`config.mk`:
```
export PLATFORM = sky130hd
export DESIGN_NAME = multi_bounded_counter
export DESIGN_NICKNAME = d
export VERILOG_FILES = /design/src/rtl/multi_bounded_counter.sv
export SDC_FILE = /design/constraint.sdc
export NUM_CORES = 1
export LEC_CHECK = 0
export CAP_MARGIN = 15
export CORE_AREA = 2 2 94 73
export DETAILED_ROUTE_END_ITERATION = 8
export DIE_AREA = 0 0 96 75
export GPL_TIMING_DRIVEN = 0
export PLACE_DENSITY = 0.81
export SYNTH_ARGS = -nofsm -noshare
export SYNTH_HDL_FRONTEND = slang
export SYNTH_SLANG_ARGS = --single-unit
```
`constraint.sdc`:
```
create_clock -name clk -period 6.68 [get_ports clk]
set_input_delay 1.002 -clock clk [delete_from_list [all_inputs] [get_ports clk]]
set_output_delay 1.002 -clock clk [all_outputs]
set_load 0.02 [all_outputs]
```
`src/rtl/multi_bounded_counter.sv`:
```
// multi_bounded_counter: per-channel event counters with programmable wrap/stop bound; optional input synchroniser via MULTI_BOUNDED_COUNTER_INPUT_SYNC_EN
module multi_bounded_counter #(
  parameter int N = 8,
  parameter int NUM_CH = 4,
  parameter int WRAP_ON_BOUND = 1
) (
  input  logic                clk,
  input  logic                reset,
  input  logic [NUM_CH-1:0]   event_in,
  input  logic [NUM_CH-1:0]   enable,
  input  logic [NUM_CH-1:0]   clear,
  input  logic [NUM_CH*N-1:0] bound,
  output logic [NUM_CH*N-1:0] count,
  output logic [NUM_CH-1:0]   bound_reached,
  output logic [NUM_CH-1:0]   stopped
);
  logic [NUM_CH-1:0] w_ev;
  logic [NUM_CH-1:0] w_rise;
  logic [NUM_CH-1:0] r_prev;
`ifdef MULTI_BOUNDED_COUNTER_INPUT_SYNC_EN
  logic [NUM_CH-1:0] r_sync1;
  logic [NUM_CH-1:0] r_sync2;
  // two-flop synchroniser; resets high so a level held through reset is not seen as an edge
  always_ff @(posedge clk or posedge reset)
    if (reset) begin
      r_sync1 <= '1;
      r_sync2 <= '1;
    end else begin
      r_sync1 <= event_in;
      r_sync2 <= r_sync1;
    end
  assign w_ev = r_sync2;
`else
  assign w_ev = event_in;
`endif
  // edge history, updated every cycle regardless of enable or clear
  always_ff @(posedge clk or posedge reset)
    if (reset) r_prev <= '1;
    else r_prev <= w_ev;
  assign w_rise = w_ev & ~r_prev;
  for (genvar g = 0; g < NUM_CH; g++) begin : g_ch
    logic [N-1:0] r_cnt;
    logic         r_pls;
    logic         r_stp;
    logic [N-1:0] w_bnd;
    logic [N:0]   w_next;
    logic         w_hit;
    logic         w_inc;
    assign w_bnd  = bound[g*N +: N];
    assign w_next = {1'b0, r_cnt} + (N+1)'(1);
    assign w_hit  = w_next >= {1'b0, w_bnd};
    assign w_inc  = w_rise[g] & enable[g] & ~r_stp & (|w_bnd);
    // count/pulse/halt update; clear wins over an increment in the same cycle
    always_ff @(posedge clk or posedge reset)
      if (reset) begin
        r_cnt <= '0;
        r_pls <= 1'b0;
        r_stp <= 1'b0;
      end else if (clear[g]) begin
        r_cnt <= '0;
        r_pls <= 1'b0;
        r_stp <= 1'b0;
      end else if (w_inc && w_hit) begin
        r_cnt <= (WRAP_ON_BOUND != 0) ? '0 : w_bnd;
        r_pls <= 1'b1;
        r_stp <= (WRAP_ON_BOUND == 0);
      end else if (w_inc) begin
        r_cnt <= w_next[N-1:0];
        r_pls <= 1'b0;
      end else
        r_pls <= 1'b0;
    assign count[g*N +: N]  = r_cnt;
    assign bound_reached[g] = r_pls;
    assign stopped[g]       = r_stp;
  end
endmodule

```
# == Word level (Yosys, flattened, before mapping) ==
# Cells that the tools add are included.
# classes
n_addsub,4
n_lt_le_gt_ge,4
n_mux,28
bitwise,18
reduce_logical,16
# ops
op,count
8-bit two-way mux,12
8-bit by 1-bit adder with 9-bit output (second input constant),4
9-bit by 8-bit >= comparator with 1-bit output,4
8-bit OR reduction,4
1-bit two-way mux,16
1-bit bitwise AND,12
3-bit nonzero test,4
2-bit nonzero test,4
4-bit bitwise AND,1
1-bit logical AND,4
1-bit NOT,4
4-bit NOT,1
# word_totals
regBits,44
in_bits,46
output_inout_bits,40
word_cells,83

# == Depth between registers and ports, before layout ==
# Gate-level depths: netlist (run 1).
# logic_depth
ltp_word,8
depth_mapped,11
mapped_depth_nobuf,11

# == Worst setup path before layout (run 1) ==
# No wires, ideal clock.
# synth_path
path_type,register to register
start,register g_ch[0].r_cnt[0]
end,register g_ch[0].r_cnt[2]
setup_time_ps,80
arrival_time_ps,2683
t_required_ps,6600
setup_slack_ps,3917
stages_incl_launch_ff,11
path_buffers,0
period_less_slack_ps,2763
cell_sequence,dfrtp_1 ha_1 and3_1 nor2b_1 or2_2 ha_1 and3_1 a221o_1 a31oi_4 a31oi_1 mux2i_1
# synth_between
elab_chain_cells,5
word_cells_on_any_way,7
cone_classes,1 x add/sub; 1 x order compare; 3 x mux; 2 x reduce/logical
# synth_lines
element,line,text
from (decl),42,logic [N-1:0] r_cnt;
from (signal assigned),64,r_cnt <= (WRAP_ON_BOUND != 0) ? '0 : w_bnd;
from (signal assigned),68,r_cnt <= w_next[N-1:0];
8-bit by 1-bit adder with 9-bit output (*),50,"assign w_next = {1'b0, r_cnt} + (N+1)'(1);"
9-bit by 8-bit >= comparator with 1-bit output,51,"assign w_hit = w_next >= {1'b0, w_bnd};"
1-bit logical AND,63,end else if (w_inc && w_hit) begin
8-bit two-way mux,63,
8-bit two-way mux,59,end else if (clear[g]) begin
# Every way passes the cells marked *; elsewhere a longest branch is shown, timed or not. The select of a mux whose other input is x is not followed.
# A chain may end at the register's enable or synchronous reset.

# == Worst setup path in the final report (run 1) ==
# layout_path
start,register g_ch[3].r_cnt[0]
end,register g_ch[3].r_cnt[4]
# layout_between
elab_chain_cells,5
word_cells_on_any_way,7
cone_classes,1 x add/sub; 1 x order compare; 3 x mux; 2 x reduce/logical
# layout_lines
element,line
from (decl),42
from (signal assigned),64
from (signal assigned),68
8-bit by 1-bit adder with 9-bit output (*),50
9-bit by 8-bit >= comparator with 1-bit output,51
1-bit logical AND,63
8-bit two-way mux,63
8-bit two-way mux,59
# Marks and branches as above.

==> flow_metrics.tcl, run 1 <==
set metrics [dict create \
    outcome "finished clean" \
    grt_start_max_net_pins 41 \
    fin_nets 504 \
    yosysUniqueCellTypes 44 \
    timing.reg2reg.worst_path_depth 11 \
    route.detailed.vias_per_inst 5.591 \
    min_delay_path_depth 1 \
    total_power_density_per_cell_area_nw_per_um2 123.7 \
    firstDrtPassIters 4 \
    sw_frac_of_total 0.2460 \
    wire_per_inst_um 14.52 \
    fraction_of_final_layout_cells_with_drive_strength_greater_than_1 0.07801 \
    setup.worst_path.start_class "flop" \
    grt-ovfl-total 0 \
    totalNegativeSetupSlack_ns 0 \
    dominantRegCellSynth "sky130_fd_sc_hd__dfrtp_1" \
    post-cts-setup-buffers 0 \
    path_max_fanout 7 \
    fmaxAchievable_ghz 0.3401 \
    final_hold_viols 0 \
    post-synth-top-area-cell "sky130_fd_sc_hd__dfrtp_1" \
    timing_worst_slew_pin_value_ns 0.8673 \
    fin_util 0.6557 \
    num_io_pins 86 \
    clk_path_buf_depth 2 \
    detailed_place_hpwl_mm 5.719 \
    clk_pin_slew_worst_paths_ns 0.08 \
    critPathMaxStageDelay_ns 0.47 \
    remaining_drc_errors 0 \
    syn-mean-instance-area_sq_um 9.238 \
    power_frac_clock 0.350 \
    critical_path.endpoint_type "flop" \
    synth-seq-area-share 0.3290 \
    post_detailed_routing_wire_length_mm 7.319 \
    asyncSetResetFlopFracSynth 1.000 \
    final_area_sq_um 4081 \
    antenna_found_initial 0 \
    power.total_uw 504.9 \
    comb_power_share 0.156 \
    ys_seq_elements 40 \
    power_switching_uw 124.2 \
    worst_ep_required_time_ns 6.90 \
    grt_pass1_vias 2760 \
    max-vdd-ir-drop_v 0.0001074 \
    num_antenna_cells 0 \
    std_cell_rows 25 \
    p_seq_frac 0.494 \
    starting_density_of_the_core 0.4913 \
    cts_inserted_buffers 5 \
    rsz0062_at_grt "no" \
    layout_worst_path_cycle_share 0.4402 \
    finalClockSkew_ns 0.005110 \
    drtIter0Drc 108 \
    ctsHtreeMaxLevel 2 \
    grt_first_pass_wirelength_mm 12.03 \
    die_y_um 75 \
    track_usage 0.2128 \
    critical_path.slowest_cell "sky130_fd_sc_hd__dfrtp_1" \
    syn_area_sq_um 3058 \
    timing_worst_setup_path_type "reg2reg" \
    ant_nets 0 \
    timing.critical_path.cells "ha_1 > nand3_1 > or2_2 > nor2_1 > nand2b_1 > ha_1 > o21ai_0 > nor2_1 > a211oi_2 > and2_1 > a32o_1" \
    area.growth.synth_to_final_pct 33.47 \
    placed_cell_area_sq_um 3981 \
    floorplan.core_area_sq_um 6225 \
    clk_latency_ns 0.29 \
    syn_inst 331 \
    max_cap_violations 0 \
    port-buffer-count 81 \
    slew-limit-headroom 0.4209 \
    final.min_clock_period_ns 2.940 \
    cts_sinks 40 \
    final-setup-viol-count 0 \
    report.final.slew_viol_count 0 \
    clock_tree.root_cell "sky130_fd_sc_hd__clkbuf_8" \
    synth_top_cell_area_share 0.2946 \
    internal_power_uw 380.7 \
    ys_warn_count 0 \
    cellLeakagePower_nw 1.945 \
    clock_tree_from_tritoncts "yes" \
    detailed_route_via_count 2818 \
    hold_class "reg2reg" \
    synth.top_cells.by_area "sky130_fd_sc_hd__dfrtp_1, sky130_fd_sc_hd__ha_1, sky130_fd_sc_hd__a32o_1" \
    dieWidth_um 96 \
    gpl.final_weighted_congestion 0.8855 \
    synth-edff-count 0 \
    fp.dieArea_sq_um 7200 \
    cts_resized 0 \
    cp.arrival_ns 3.16 \
    hold_buffers 0 \
]
cell usage after synthesis (all sizes together) (7+ instances only):
master and number:
inv 32, xnor2 11, buf 9, nand3 17
ha 36, a21oi 14, nor2b 14, nand4 7
dfrtp 36, and3 10, o211ai 10, o21ai 10
a32o 15, nand2 35, nor2 10, xor2 9
nor4 8
final timing paths:
check                                      start          endpoint  slack (ns)
worst max-delay path            g_ch[3].r_cnt[0]  g_ch[3].r_cnt[4]        3.74
worst min-delay path            g_ch[3].r_cnt[7]  g_ch[3].r_cnt[7]        0.57
worst max register to register  g_ch[3].r_cnt[0]  g_ch[3].r_cnt[4]        3.74
worst min register to register  g_ch[3].r_cnt[7]  g_ch[3].r_cnt[7]        0.57
max in group asynchronous                  reset  g_ch[1].r_cnt[1]        4.93
min in group asynchronous                  reset  g_ch[3].r_cnt[7]        1.21
worst max-delay path: cells and delay by family (launching register included):
kind            cells  cell delay [ns]
simple gates        6             1.15
compound gates      3             0.74
fa+ha+maj           2             0.50
flops               1             0.47
stage by stage:
stage | instances | setup slack [ns] | hold slack, ns
2_1_floorplan | 334 | 3.917 | 0.6332
3_3_place_gp | 496 | 3.520 | 0.5490
3_5_place_dp | 496 | 3.519 | 0.5529
4_1_cts | 504 | 3.742 | 0.5739
5_1_grt | 504 | 3.519 | 0.5952
6_report | 504 | 3.740 | 0.5702
per-layer routing:
metal / wire length, um / track usage / up-vias
met5: 0 / 0 / -
met4: 93 / 0.06032 / 0
met3: 349 / 0.04304 / 11
met2: 3462 / 0.3573 / 77
met1: 3413 / 0.2817 / 1344
li1: - / - / 1386
layout by cell type (no fill, tap or decap), drive strengths merged, types with 4 or more instances in the layout:
cell / instances
nand3: 17
a21o: 4
o21ai: 10
nor2: 10
nor4: 8
xor2: 9
dfstp: 4
a211o: 4
and3: 10
nor2b: 14
dfrtp: 36
o211ai: 10
a32o: 15
inv: 32
conb: 4
or2: 4
ha: 36
xnor2: 11
nand2: 35
a21oi: 14
clkdlybuf4s50: 81
nand4: 7
buf: 9
clkbuf: 9
cells by family (layout without fill, tap and decap cells):
kind of cell / Yosys count / after routing / synth area share
other: 1 / 4 / 0.001226
muxes: 2 / 2 / 0.006547
xor gates and xnor gates: 20 / 20 / 0.05728
buffers and inverters: 42 / 131 / 0.06178
adders and majority gates: 36 / 36 / 0.1473
AOI/OAI and AO/OA: 69 / 69 / 0.1874
DFF: 40 / 40 / 0.3290
and+or+nand+nor: 121 / 121 / 0.2095
area by class of cell:
type | count | area, sq um
tap | 81 | 101.3
multi-input combinational | 252 | 1874
buffer | 10 | 68.82
timing repair buffer | 81 | 810.8
sequential | 40 | 1006
clock buffer | 8 | 100.1
inverter | 32 | 120.1
fill | 515 | 2143
sequential cells by signal (all words and copies together), names as in the netlist:
name and count:
g_ch.r_pls 4, g_ch.r_cnt 32, r_prev 4
power by group through the flow:
stage,Sequential [mW],Combinational (mW),Clock [mW]
6_report,0.249,0.0789,0.177
5_1_grt,0.250,0.0880,0.191
4_1_cts,0.249,0.0794,0.183
3_5_place_dp,0.254,0.0792,0
3_3_place_gp,0.254,0.0763,0
2_1_floorplan,0.255,0.0340,0
Note: power is estimated with default switching activity, not from simulation.
==> run 2: changes to the inputs <==
--- a/config.mk
+++ b/config.mk
@@ -6,11 +6,11 @@
 export NUM_CORES = 1
 export LEC_CHECK = 0
 export CAP_MARGIN = 15
-export CORE_AREA = 2 2 94 73
+export CORE_AREA = 2 2 95 74
 export DETAILED_ROUTE_END_ITERATION = 8
-export DIE_AREA = 0 0 96 75
+export DIE_AREA = 0 0 97 76
 export GPL_TIMING_DRIVEN = 0
-export PLACE_DENSITY = 0.81
+export PLACE_DENSITY = 0.8
 export SYNTH_ARGS = -nofsm -noshare
 export SYNTH_HDL_FRONTEND = slang
 export SYNTH_SLANG_ARGS = --single-unit
==> constraint.sdc (replaced) <==
create_clock -name clk -period 2.8 [get_ports clk]
set_input_delay 0.42 -clock clk [delete_from_list [all_inputs] [get_ports clk]]
set_output_delay 0.42 -clock clk [all_outputs]
set_load 0.02 [all_outputs]
==> run 2 against run 1 <==
  * Setup slack worse by 3.6 ns
  * Hold slack got worse by 0.044 ns
  * Critical path type unchanged
  * Sequential power increased by 140%
  * Clock-buffer cell count decreased by 1
  * Critical endpoint is now g_ch[0].r_cnt[1]
==> flow_metrics.tcl, run 2 (same netlist as run 1, synthesis figures left out) <==
set metrics [dict create \
    path_common_cell "sky130_fd_sc_hd__and3_4" \
    ant_nets 0 \
    ctsHtreeMaxLevel 2 \
    clk_latency_ns 0.29 \
    fmaxAchievable_ghz 0.3731 \
    grt_pass1_vias 2804 \
    cts_inserted_buffers 5 \
    max_cap_violations 0 \
    route.detailed.vias_per_inst 5.397 \
    post_detailed_routing_wire_length_mm 7.794 \
    track_usage 0.2085 \
    final_hold_viols 0 \
    total_power_density_per_cell_area_nw_per_um2 269.1 \
    cp.arrival_ns 2.90 \
    setup.worst_path.start_class "flop" \
    port-buffer-count 81 \
    critical-path-top-delay-family "simple AND/OR/NAND/NOR gates" \
    report.final.slew_viol_count 0 \
    finalClockSkew_ns 0.005993 \
    dieWidth_um 97 \
    cts_sinks 40 \
    grt_first_pass_wirelength_mm 13.06 \
    final_common_cell "sky130_fd_sc_hd__clkdlybuf4s50_1" \
    timing_worst_slew_pin_value_ns 0.8267 \
    outcome "finished clean" \
    slew-limit-headroom 0.4481 \
    path_max_fanout 7 \
    area.growth.synth_to_final_pct 41.82 \
    fp.dieArea_sq_um 7372 \
    hold_class "reg2reg" \
    std_cell_rows 26 \
    clk_pin_slew_worst_paths_ns 0.08 \
    detailed_route_via_count 2844 \
    timing.critical_path.buf_inv 1 \
    critical_path.endpoint_type "flop" \
    firstDrtPassIters 4 \
    hold_buffers 0 \
    worst_ep_required_time_ns 3.02 \
    wire_per_inst_um 14.79 \
    remaining_drc_errors 0 \
    starting_density_of_the_core 0.4677 \
    antenna_found_initial 0 \
    num_antenna_cells 0 \
    layout_top_registers "g_ch.r_cnt (32), g_ch.r_pls (4), r_prev (4)" \
    critPathMaxStageDelay_ns 0.45 \
    die_y_um 76 \
    num_io_pins 86 \
    grt-ovfl-total 0 \
    final_area_sq_um 4337 \
    fin_util 0.6632 \
    clk_path_buf_depth 2 \
    worst_hold_slack_ns 0.5265 \
    fraction_of_final_layout_cells_with_drive_strength_greater_than_1 0.1738 \
    timing_worst_setup_path_type "reg2reg" \
    grt_start_max_net_pins 41 \
    fin_nets 524 \
    floorplan.core_area_sq_um 6539 \
    gpl.final_weighted_congestion 0.8680 \
    detailed_place_hpwl_mm 5.793 \
    cellLeakagePower_nw 2.004 \
    largest_reg_flops 32 \
    critical_path.slowest_cell "sky130_fd_sc_hd__dfrtp_2" \
    clock_tree_from_tritoncts "yes" \
    commonest_non_fill_non_tap_cells_in_the_layout "sky130_fd_sc_hd__clkdlybuf4s50_1, sky130_fd_sc_hd__nand2_1, sky130_fd_sc_hd__ha_1, sky130_fd_sc_hd__inv_1, sky130_fd_sc_hd__buf_4" \
    top_register "g_ch.r_cnt" \
    final-setup-viol-count 0 \
    timing.critical_path.cells "and3_4 > and3_4 > nor2b_1 > or2_2 > ha_4 > and3_4 > a221o_1 > a31oi_4 > buf_4 > a32o_1" \
    clock_tree.root_cell "sky130_fd_sc_hd__clkbuf_8" \
    layout_worst_path_cycle_share 0.9572 \
    drtIter0Drc 89 \
    max-vdd-ir-drop_v 0.0001827 \
    placed_cell_area_sq_um 3985 \
    final.min_clock_period_ns 2.680 \
]
[run 2: changes by cell type in the layout (fill, tap and decap cells not counted), moves of 3 or more]
cell / delta
sky130_fd_sc_hd__and3_1: -4
sky130_fd_sc_hd__and3_4: +4
sky130_fd_sc_hd__buf_4: +19
sky130_fd_sc_hd__dfrtp_1: -10
sky130_fd_sc_hd__dfrtp_2: +10
sky130_fd_sc_hd__ha_1: -4
sky130_fd_sc_hd__ha_4: +4
sky130_fd_sc_hd__nand3_1: -3
sky130_fd_sc_hd__nand3_2: +3
[run 2: metal layers]
metal,global-route usage,share of wire
met2,0.3556,0.48
met1,0.2782,0.47
met5,0,0
met3,0.03945,0.037
met4,0.04366,0.014
[run 2: path summary, 6_finish.rpt]
path | from | to | slack [ns] | cells past startpoint
worst max-delay path | g_ch[0].r_cnt[2] | g_ch[0].r_cnt[1] | 0.12 | 10
worst min-delay path | g_ch[0].r_cnt[2] | g_ch[0].r_cnt[2] | 0.53 | 1
worst max register to register | g_ch[0].r_cnt[2] | g_ch[0].r_cnt[1] | 0.12 | 10
worst min register to register | g_ch[0].r_cnt[2] | g_ch[0].r_cnt[2] | 0.53 | 1
max in group asynchronous | reset | g_ch[2].r_cnt[2] | 1.60 | 2
min in group asynchronous | reset | g_ch[3].r_cnt[3] | 0.61 | 2
[run 2: final cells by class]
type	count	area, sq um
Fill cell	529	2202
Multi-Input combinational cell	252	1978
Sequential cell	40	1018
Timing Repair Buffer	101	964.7
Inverter	32	120.1
Tap cell	84	105.1
Clock buffer	7	76.32
Buffer	10	68.82
Clock inverter	1	5.005
[run 2: repair_timing]
action                                 in CTS  in global routing
endpoints found under the hold margin       0                  0
setup buffers                              11                  9
pin swaps                                   2                  6
setup endpoints to repair                  20                 32
gates resized for setup                     7                 26
[run 2: stage by stage]
step	instances	setup slack, ns	TNS [ns]	total power, mW
final	527	0.1199	0	1.167
after global placement	499	-0.07606	-0.3069	0.7873
after floorplan	334	0.03693	0	0.6893
after detailed placement	499	-0.1587	-1.391	0.7954
after global routing	527	-0.03463	-0.05171	1.222
after CTS	518	0.007832	0	1.164
[run 2: where the power goes]
group	leakage, nW	internal, mW	total, mW	switching [mW]
clock	0.0422	0.175	0.371	0.196
sequential	0.527	0.587	0.595	0.00781
combinational	1.43	0.104	0.201	0.0968
==> run 3: changes to the inputs <==
--- a/config.mk
+++ b/config.mk
@@ -6,11 +6,12 @@
 export NUM_CORES = 1
 export LEC_CHECK = 0
 export CAP_MARGIN = 15
-export CORE_AREA = 2 2 95 74
+export CORE_AREA = 2 2 94 73
+export CTS_BUF_LIST = sky130_fd_sc_hd__clkbuf_16
 export DETAILED_ROUTE_END_ITERATION = 8
-export DIE_AREA = 0 0 97 76
+export DIE_AREA = 0 0 96 75
 export GPL_TIMING_DRIVEN = 0
-export PLACE_DENSITY = 0.8
+export PLACE_DENSITY = 0.81
 export SYNTH_ARGS = -nofsm -noshare
 export SYNTH_HDL_FRONTEND = slang
 export SYNTH_SLANG_ARGS = --single-unit
==> constraint.sdc (replaced) <==
create_clock -name clk -period 3.42 [get_ports clk]
set_input_delay 0.513 -clock clk [delete_from_list [all_inputs] [get_ports clk]]
set_output_delay 0.513 -clock clk [all_outputs]
set_load 0.02 [all_outputs]
==> run 3 against run 2 <==
  * Clock power rose by 16%
  * Clock skew shrank 0.00081 ns
  * Final cell count shrank 4.4%
  * Sequential share of layout area is 0.94 points higher
  * Fmax decreased by 9.4%
  * Setup slack improved by 0.34 ns
  * Flip-flop and latch count unchanged
  * Sequential power shrank 18%
  * Clock-buffer cell count decreased by 2
  * Cell area fell by 5.0%
  * Global-route usage up 0.67 points
  * First-iteration DRC count increased by 19%
==> flow_metrics.tcl, run 3 (same netlist as run 1, synthesis figures left out) <==
set metrics [dict create \
    outcome "finished clean" \
    fraction_of_final_layout_cells_with_drive_strength_greater_than_1 0.07329 \
    cts_inserted_buffers 5 \
    cts_sinks 40 \
    fp.dieArea_sq_um 7200 \
    critical_path.endpoint_type "flop" \
    port-buffer-count 81 \
    cellLeakagePower_nw 1.963 \
    timing.critical_path.cells "ha_1 > and3_1 > nor2b_1 > or2_2 > ha_1 > and3_1 > a221o_1 > a31oi_4 > a31oi_1 > mux2i_1" \
    std_cell_rows 25 \
    cts_resized 0 \
    wire_per_inst_um 14.59 \
    max-vdd-ir-drop_v 0.0002001 \
    worst_hold_slack_ns 0.5649 \
    setup.worst_path.start_class "flop" \
    track_usage 0.2152 \
    final-setup-viol-count 0 \
    clk_pin_slew_worst_paths_ns 0.06 \
    layout_worst_path_cycle_share 0.8648 \
    clock_tree_from_tritoncts "yes" \
    num_antenna_cells 0 \
    area.growth.synth_to_final_pct 34.66 \
    fmaxAchievable_ghz 0.3381 \
    post_detailed_routing_wire_length_mm 7.353 \
    starting_density_of_the_core 0.4913 \
    timing_worst_slew_pin_value_ns 0.8696 \
    layout_top_registers "g_ch.r_cnt (32), g_ch.r_pls (4), r_prev (4)" \
    timing_worst_setup_path_type "reg2reg" \
    largest_reg_flops 32 \
    ctsHtreeMaxLevel 2 \
    post-cts-setup-buffers 0 \
    critical_path.slowest_cell "sky130_fd_sc_hd__dfrtp_1" \
    clk_path_buf_depth 2 \
    totalNegativeSetupSlack_ns 0 \
    max_cap_violations 0 \
    hold_buffers 0 \
    worst_ep_required_time_ns 3.62 \
    commonest_non_fill_non_tap_cells_in_the_layout "sky130_fd_sc_hd__clkdlybuf4s50_1, sky130_fd_sc_hd__ha_1, sky130_fd_sc_hd__dfrtp_1, sky130_fd_sc_hd__nand2_1, sky130_fd_sc_hd__inv_1" \
    route.detailed.vias_per_inst 5.623 \
    grt_first_pass_wirelength_mm 12.17 \
    clk_latency_ns 0.28 \
    antenna_found_initial 0 \
    critPathMaxStageDelay_ns 0.49 \
    floorplan.core_area_sq_um 6225 \
    path_max_fanout 10 \
    dieWidth_um 96 \
    grt_start_max_net_pins 41 \
    remaining_drc_errors 0 \
    detailed_route_via_count 2834 \
    total_power_density_per_cell_area_nw_per_um2 260.9 \
    final_common_cell "sky130_fd_sc_hd__clkdlybuf4s50_1" \
    report.final.slew_viol_count 0 \
    stdcell_count 504 \
    final.min_clock_period_ns 2.958 \
    gpl.final_weighted_congestion 0.8855 \
    grt_pass1_vias 2779 \
    hold_class "reg2reg" \
    top_register "g_ch.r_cnt" \
    final_hold_viols 0 \
    num_io_pins 86 \
    finalClockSkew_ns 0.005181 \
    dp.cells 496 \
    grt-ovfl-total 0 \
    detailed_place_hpwl_mm 5.719 \
    rsz0062_at_grt "no" \
    die_y_um 75 \
    power.total_mw 1.074 \
    clock_tree.root_cell "sky130_fd_sc_hd__clkbuf_16" \
    fin_util 0.6615 \
    slew-limit-headroom 0.4194 \
    ant_nets 0 \
    drtIter0Drc 106 \
    fin_nets 504 \
    firstDrtPassIters 5 \
    cp.arrival_ns 3.15 \
]
[run 3: cell types whose count changed in the layout (fill, tap and decap cells not counted), moves of 3 or more]
cell	before	now
sky130_fd_sc_hd__ha_4	4	0
sky130_fd_sc_hd__buf_4	27	8
sky130_fd_sc_hd__clkbuf_16	0	5
sky130_fd_sc_hd__clkbuf_8	5	0
sky130_fd_sc_hd__and3_1	5	9
sky130_fd_sc_hd__and3_4	5	1
sky130_fd_sc_hd__nand3_1	14	17
sky130_fd_sc_hd__ha_1	32	36
sky130_fd_sc_hd__nand3_2	3	0
sky130_fd_sc_hd__dfrtp_1	26	36
sky130_fd_sc_hd__dfrtp_2	10	0
[run 3: layout make-up]
| class | count | area, sq um |
|---|---|---|
| Fill cell | 511 | 2107 |
| Timing Repair Buffer | 81 | 810.8 |
| Multi-Input combinational cell | 252 | 1874 |
| Clock buffer | 5 | 125.1 |
| Sequential cell | 40 | 1006 |
| Inverter | 32 | 120.1 |
| Clock inverter | 3 | 11.26 |
| Buffer | 10 | 68.82 |
| Tap cell | 81 | 101.3 |
[run 3: per-stage QoR]
stage	setup WS [ns]	area [sq um]
floorplan	0.6569	3069
global placement	0.5345	3981
detailed placement	0.5205	3981
CTS	0.4671	4118
global route	0.2700	4118
finish	0.4624	4118
[run 3: worst max-delay path: cells and delay by family (launching register included)]
kind	cells	cell delay [ns]
AO/OA/AOI/OAI	3	0.81
adder cells (fa/ha/maj)	2	0.59
flip-flops	1	0.49
AND/OR/NAND/NOR	4	0.85
multiplexers	1	0.15
[run 3: worst paths after layout]
check	start	to	slack, ns	depth (start not counted)
worst max-delay path	g_ch[0].r_cnt[0]	g_ch[0].r_cnt[2]	0.46	10
worst min register to register	g_ch[3].r_cnt[7]	g_ch[3].r_cnt[7]	0.56	1
min in group asynchronous	reset	g_ch[3].r_cnt[7]	0.74	2
worst max register to register	g_ch[0].r_cnt[0]	g_ch[0].r_cnt[2]	0.46	10
max in group asynchronous	reset	g_ch[1].r_cnt[4]	2.14	2
worst min-delay path	g_ch[3].r_cnt[7]	g_ch[3].r_cnt[7]	0.56	1
[run 3: metal layers]
layer | wire (um) | up-vias | global-route usage
met1 | 3282 | 1334 | 0.2842
li1 | - | 1388 | -
met2 | 3534 | 104 | 0.3650
met5 | 0 | - | 0
met4 | 77 | 0 | 0.06032
met3 | 459 | 8 | 0.04004
[run 3: report_power, final]
group	switching, mW	internal, mW	total (mW)
Sequential	0.00700	0.481	0.488
Combinational	0.0747	0.0793	0.154
Clock	0.170	0.262	0.432
